==> src/rtl/sub_arb_pkg.sv <==
// Shared defaults and helpers for the shared-subtractor arbiter.
// Holds width defaults, the ID width helper and the response field layout.
package sub_arb_pkg;

  localparam int unsigned DefNumReq      = 4;
  localparam int unsigned DefInDataWidth = 8;

  // ID width for n requesters; never narrower than one bit.
  function automatic int unsigned id_width(input int unsigned n);
    return (n <= 1) ? 1 : $clog2(n);
  endfunction

  // Response layout is {borrow_out, difference}: borrow sits just above the difference.
  function automatic int unsigned rsp_borrow_idx(input int unsigned in_width);
    return in_width;
  endfunction

endpackage

==> src/rtl/n_bit_subtractor.sv <==
// Unsigned ripple-borrow subtractor: diff = in1 - in2 - cin, bout set on underflow.
module n_bit_subtractor #(
  parameter int unsigned N = 8
) (
  input  logic [N-1:0] in1,
  input  logic [N-1:0] in2,
  input  logic         cin,
  output logic [N-1:0] diff,
  output logic         bout
);

  logic [N:0] br;

  always_comb begin
    br    = '0;
    diff  = '0;
    br[0] = cin;
    for (int i = 0; i < int'(N); i++) begin
      diff[i]  = in1[i] ^ in2[i] ^ br[i];
      br[i+1]  = (~in1[i] & in2[i]) | (~in1[i] & br[i]) | (in2[i] & br[i]);
    end
  end

  assign bout = br[N];

endmodule

==> src/rtl/rr_grant.sv <==
// Round-robin grant search starting at rr_ptr, wrapping at NUM_REQ-1.
// grant is one-hot and gated by en; grant_idx/grant_valid are not.
module rr_grant #(
  parameter int unsigned NUM_REQ  = 4,
  parameter int unsigned ID_WIDTH = 2
) (
  input  logic [NUM_REQ-1:0]  req_valid,
  input  logic [ID_WIDTH-1:0] rr_ptr,
  input  logic                en,
  output logic [NUM_REQ-1:0]  grant,
  output logic [ID_WIDTH-1:0] grant_idx,
  output logic                grant_valid
);

  logic [ID_WIDTH-1:0] cand;

  always_comb begin
    grant_idx   = '0;
    grant_valid = 1'b0;
    cand        = rr_ptr;
    for (int unsigned k = 0; k < NUM_REQ; k++) begin
      if (!grant_valid && req_valid[cand]) begin
        grant_valid = 1'b1;
        grant_idx   = cand;
      end
      cand = (cand == ID_WIDTH'(NUM_REQ - 1)) ? '0 : cand + 1'b1;
    end
  end

  always_comb begin
    grant = '0;
    if (en && grant_valid) begin
      grant[grant_idx] = 1'b1;
    end
  end

endmodule

==> src/rtl/sub_share_arbiter.sv <==
// Round-robin arbiter sharing one subtractor among NUM_REQ requesters.
// Result and requester ID are held in a single-entry output register with backpressure.
module sub_share_arbiter
  import sub_arb_pkg::*;
#(
  parameter int unsigned NUM_REQ       = DefNumReq,
  parameter int unsigned IN_DATAWIDTH  = DefInDataWidth,
  parameter int unsigned OUT_DATAWIDTH = IN_DATAWIDTH + 1,
  parameter int unsigned ID_WIDTH      = id_width(NUM_REQ)
) (
  input  logic                            clk,
  input  logic                            rst_n,
  input  logic [NUM_REQ-1:0]              req_valid,
  output logic [NUM_REQ-1:0]              req_ready,
  input  logic [NUM_REQ*IN_DATAWIDTH-1:0] req_in1,
  input  logic [NUM_REQ*IN_DATAWIDTH-1:0] req_in2,
  input  logic [NUM_REQ-1:0]              req_cin,
  output logic                            rsp_valid,
  input  logic                            rsp_ready,
  output logic [ID_WIDTH-1:0]             rsp_id,
  output logic [OUT_DATAWIDTH-1:0]        rsp_data
);

  localparam int unsigned BorrowIdx = rsp_borrow_idx(IN_DATAWIDTH);

  logic                     rsp_valid_q;
  logic [ID_WIDTH-1:0]      rsp_id_q;
  logic [OUT_DATAWIDTH-1:0] rsp_data_q;
  logic [ID_WIDTH-1:0]      rr_ptr_q;

  logic                     accept;
  logic [NUM_REQ-1:0]       grant;
  logic [ID_WIDTH-1:0]      grant_idx;
  logic                     grant_valid;
  logic                     fire;
  logic [IN_DATAWIDTH-1:0]  sel_in1;
  logic [IN_DATAWIDTH-1:0]  sel_in2;
  logic                     sel_cin;
  logic [IN_DATAWIDTH-1:0]  diff;
  logic                     bout;
  logic [OUT_DATAWIDTH-1:0] rsp_data_d;
  logic [ID_WIDTH-1:0]      rr_ptr_d;

  // Slot is free or draining this cycle.
  assign accept = ~rsp_valid_q | rsp_ready;
  assign fire   = accept & grant_valid;

  // rst_n gates en so req_ready is forced low while reset is held.
  rr_grant #(
    .NUM_REQ  (NUM_REQ),
    .ID_WIDTH (ID_WIDTH)
  ) u_rr_grant (
    .req_valid   (req_valid),
    .rr_ptr      (rr_ptr_q),
    .en          (accept & rst_n),
    .grant       (grant),
    .grant_idx   (grant_idx),
    .grant_valid (grant_valid)
  );

  assign req_ready = grant;

  assign sel_in1 = req_in1[32'(grant_idx) * IN_DATAWIDTH +: IN_DATAWIDTH];
  assign sel_in2 = req_in2[32'(grant_idx) * IN_DATAWIDTH +: IN_DATAWIDTH];
  assign sel_cin = req_cin[grant_idx];

  n_bit_subtractor #(
    .N (IN_DATAWIDTH)
  ) u_sub (
    .in1  (sel_in1),
    .in2  (sel_in2),
    .cin  (sel_cin),
    .diff (diff),
    .bout (bout)
  );

  always_comb begin
    rsp_data_d                     = '0;
    rsp_data_d[IN_DATAWIDTH-1:0]   = diff;
    rsp_data_d[BorrowIdx]          = bout;
  end

  assign rr_ptr_d = (grant_idx == ID_WIDTH'(NUM_REQ - 1)) ? '0 : grant_idx + 1'b1;

  always_ff @(posedge clk or negedge rst_n) begin
    if (!rst_n) begin
      rsp_valid_q <= 1'b0;
      rsp_id_q    <= '0;
      rsp_data_q  <= '0;
      rr_ptr_q    <= '0;
    end else if (fire) begin
      rsp_valid_q <= 1'b1;
      rsp_id_q    <= grant_idx;
      rsp_data_q  <= rsp_data_d;
      rr_ptr_q    <= rr_ptr_d;
    end else if (accept) begin
      rsp_valid_q <= 1'b0;
    end
  end

  assign rsp_valid = rsp_valid_q;
  assign rsp_id    = rsp_id_q;
  assign rsp_data  = rsp_data_q;

endmodule

==> config.mk <==
export PLATFORM = sky130hd
export DESIGN_NAME = sub_share_arbiter
export DESIGN_NICKNAME = d
export VERILOG_FILES = /design/src/rtl/sub_arb_pkg.sv /design/src/rtl/n_bit_subtractor.sv /design/src/rtl/rr_grant.sv /design/src/rtl/sub_share_arbiter.sv
export SDC_FILE = /design/constraint.sdc
export NUM_CORES = 1
export LEC_CHECK = 0
export CORE_ASPECT_RATIO = 1.1
export CORE_MARGIN = 3
export CORE_UTILIZATION = 35
export CTS_CLUSTER_DIAMETER = 120
export DETAILED_ROUTE_END_ITERATION = 8
export GPL_ROUTABILITY_DRIVEN = 0
export GPL_TIMING_DRIVEN = 0
export PLACE_DENSITY = 0.73
export SLEW_MARGIN = 20
export SYNTH_ARGS = -nofsm -noshare
export SYNTH_HDL_FRONTEND = slang
export SYNTH_SLANG_ARGS = --single-unit
==> constraint.sdc <==
create_clock -name clk -period 10.6 [get_ports clk]
set_input_delay 2.12 -clock clk [delete_from_list [all_inputs] [get_ports clk]]
set_output_delay 2.12 -clock clk [all_outputs]
set_load 0.05 [all_outputs]
==> flow_summary.yaml <==
detailed_routing:
  drc: 0
  detail_route.iter0.violations: 47
  dr.pass1.iters: 4
  routed_via_density: 4.98
  avgRoutedWirePerCell_um: 14.8
  ant_nets: 0
  num_vias: 1514
  wl_um: 4480
setup_path:
  critPathMaxFanout: 11
  reg2reg_from: "rr_ptr_q[0]$_DFFE_PN0P_"
  cp.required_ps: 10730
  endpoint: "rsp_data[7]$_DFFE_PN0P_"
  worstRegToRegCells: 19
  arrival_ps: 7850
  r2r-end: "rsp_data[7]$_DFFE_PN0P_"
  r2r_slack_ps: 4410
  worstSetupPathType: "input port to flip-flop"
  cp-startpoint: "req_valid[2]"
  critPathCaptureType: "flip-flop"
  start_kind: "input port"
pwr:
  power_density_nw_per_um2: 371
  ir_worst_vdd_mv: 0.171
  finalPower_uw: 1000
  leakage_uw: 0.00120
yosys:
  synth_area_per_cell_um2: 10.7
  netlist_area_um2: 1670
  ys.flop_type: "dfrtp_1"
  synth_edf_count: 0
  ys_warn_count: 0
  yosysMostFrequentCell: "mux2i_1"
  syn-num-nets: 244
  seq_area_frac_synth: 0.210
  yosys.area.top_type_share: 0.311
  synth.area.top_cells: "mux2i_1 31%, dfrtp_1 21%, fa_1 9.6%"
  yosysTopAreaCell: "mux2i_1"
  async_flop_share: 1.00
  synth_cell_types: 36
  synth_commonest_cells: "52 x mux2i_1, 14 x dfrtp_1, 14 x inv_1, 8 x fa_1, 8 x mux2_2"
  syn_inst: 156
  synth_seq_cells: 14
die:
  die_area_um2: 5640
  initial_core_util: 0.376
  core_area_um2: 4440
  die_x_um: 71.9
  num_io_pins: 91
  die_h_um: 78.5
  rows: 25
clock_tree:
  postCtsSetupBuffers: 0
  cts_resized: 0
  htreeDepth: 1
  hold_buffers: 0
  clk_pin_slew_ps: 60
  clock_latency_ps: 240
  clock_sinks: 14
  cts_tree: "built"
  cts_root_buffer: "clkbuf_8"
  cts_inserted_buffers: 3
  clock_path_buffers: 2
layout:
  stdcell_count: 304
  fill_cells: 404
  antennaDiodeCount: 0
  fin_nets: 339
  syn_to_final_growth_pct: 61.2
  final_cell_area_um2: 2700
  drive_above_1_share: 0.100
sta:
  tightest_slew_ps: 731
  finalCritPeriodShare: 0.728
  skew_ps: 4.35
  slew_viol_final: 0
  timing.slew.headroom: 0.511
  period_needed_ps: 7720
  finalSetupViolCount: 0
  setup_ws_ps: 2880
  tns_ps: 0
  fmax_ghz: 0.130
  finalHoldViolations: 0
  grt_setup_unrepaired: "no"
placement:
  preCtsSetupSlack_ps: 2580
  place_area_um2: 2640
  hpwl_um: 3730
  dp_cells: 300
  io_buffers: 90
global_route:
  grt_overflow: 0
  grt_use_total: 0.160
  grt_pass1_vias: 1527
  grt_antenna_before_repair: 0
  grt_pass1_wl_um: 7100
  grt_max_degree: 19
job:
  cap_viol_max_count: 0
min_path:
  whs_path_depth: 1
  worstHoldPathType: "flip-flop to flip-flop"
run_status:
  status: "complete, no violations"
[power by group]
group          internal [uW]  switching, uW
registers               88.0           18.8
clock network           32.9           19.3
logic                    386            456
[metrics by stage]
| step | hold slack, ps | utilization |
|---|---|---|
| floorplan | 509 | - |
| global placement | 476 | 0.594 |
| detailed placement | 478 | 0.594 |
| CTS | 494 | 0.607 |
| global route | 523 | 0.607 |
| finish | 490 | 0.607 |
[critical path, stage by stage]
cell	delay, ps
clkdlybuf4s50_1	540
mux4_2	580
nor2b_1	190
a41oi_4	390
inv_4	100
buf_4	220
mux2i_1	130
mux2i_1	200
fa_1	210
inv_1	50
fa_1	370
fa_1	390
fa_1	390
fa_1	400
fa_1	400
fa_1	370
inv_1	80
fa_1	400
mux2_1	290
[placed cells by master (no fill, tap or decap), drive strengths merged, types with 4 or more instances in the layout]
cell           synthesis  final
and3                   4      4
buf                    8      8
clkbuf                 1      5
clkdlybuf4s50          0     90
dfrtp                 14     14
fa                     8      8
ha                     5      5
inv                   15     15
mux2                  14     14
mux2i                 52     52
o21ai                  7      7
[routing by layer]
metal	vias to the layer above	track usage	share of wire
met3	2	0.0551	0.094
met2	62	0.272	0.49
met5	-	0	0
met4	0	0.0395	0.0056
met1	697	0.192	0.41
li1	753	-	-
[registers in the layout (all words and copies together) (netlist names)]
name	count
rsp_data	9
rsp_valid	1
rr_ptr_q	2
rsp_id	2
[final cells by class]
class / instances / area [um2] / share of cell area
tap: 54 / 67.6 / 0.0251
buffer: 9 / 58.8 / 0.0218
sequential: 14 / 350 / 0.130
clock buffer: 4 / 55.1 / 0.0204
inverter: 16 / 62.6 / 0.0232
timing repair buffer: 90 / 901 / 0.334
multi-input combinational: 117 / 1200 / 0.445
[cell families after synthesis]
logic type,after synthesis,share of synthesized area
compound gates,19,0.0891
mux,68,0.433
simple gates,17,0.0629
buf+inv,25,0.0726
flops,14,0.210
fa+ha+maj,13,0.133
[worst min-delay path by stage]
stage	endpoint	slack (ps)	start
final	rsp_data[7]$_DFFE_PN0P_	490	rsp_data[7]$_DFFE_PN0P_
after global routing	rsp_data[7]$_DFFE_PN0P_	520	rsp_data[7]$_DFFE_PN0P_
after CTS	rsp_data[7]$_DFFE_PN0P_	490	rsp_data[7]$_DFFE_PN0P_
after detailed placement	rsp_data[7]$_DFFE_PN0P_	480	rsp_data[7]$_DFFE_PN0P_
after global placement	rsp_data[7]$_DFFE_PN0P_	480	rsp_data[7]$_DFFE_PN0P_
after floorplan	rr_ptr_q[1]$_DFFE_PN0P_	510	rr_ptr_q[1]$_DFFE_PN0P_
(Power assumes the default switching activity.)
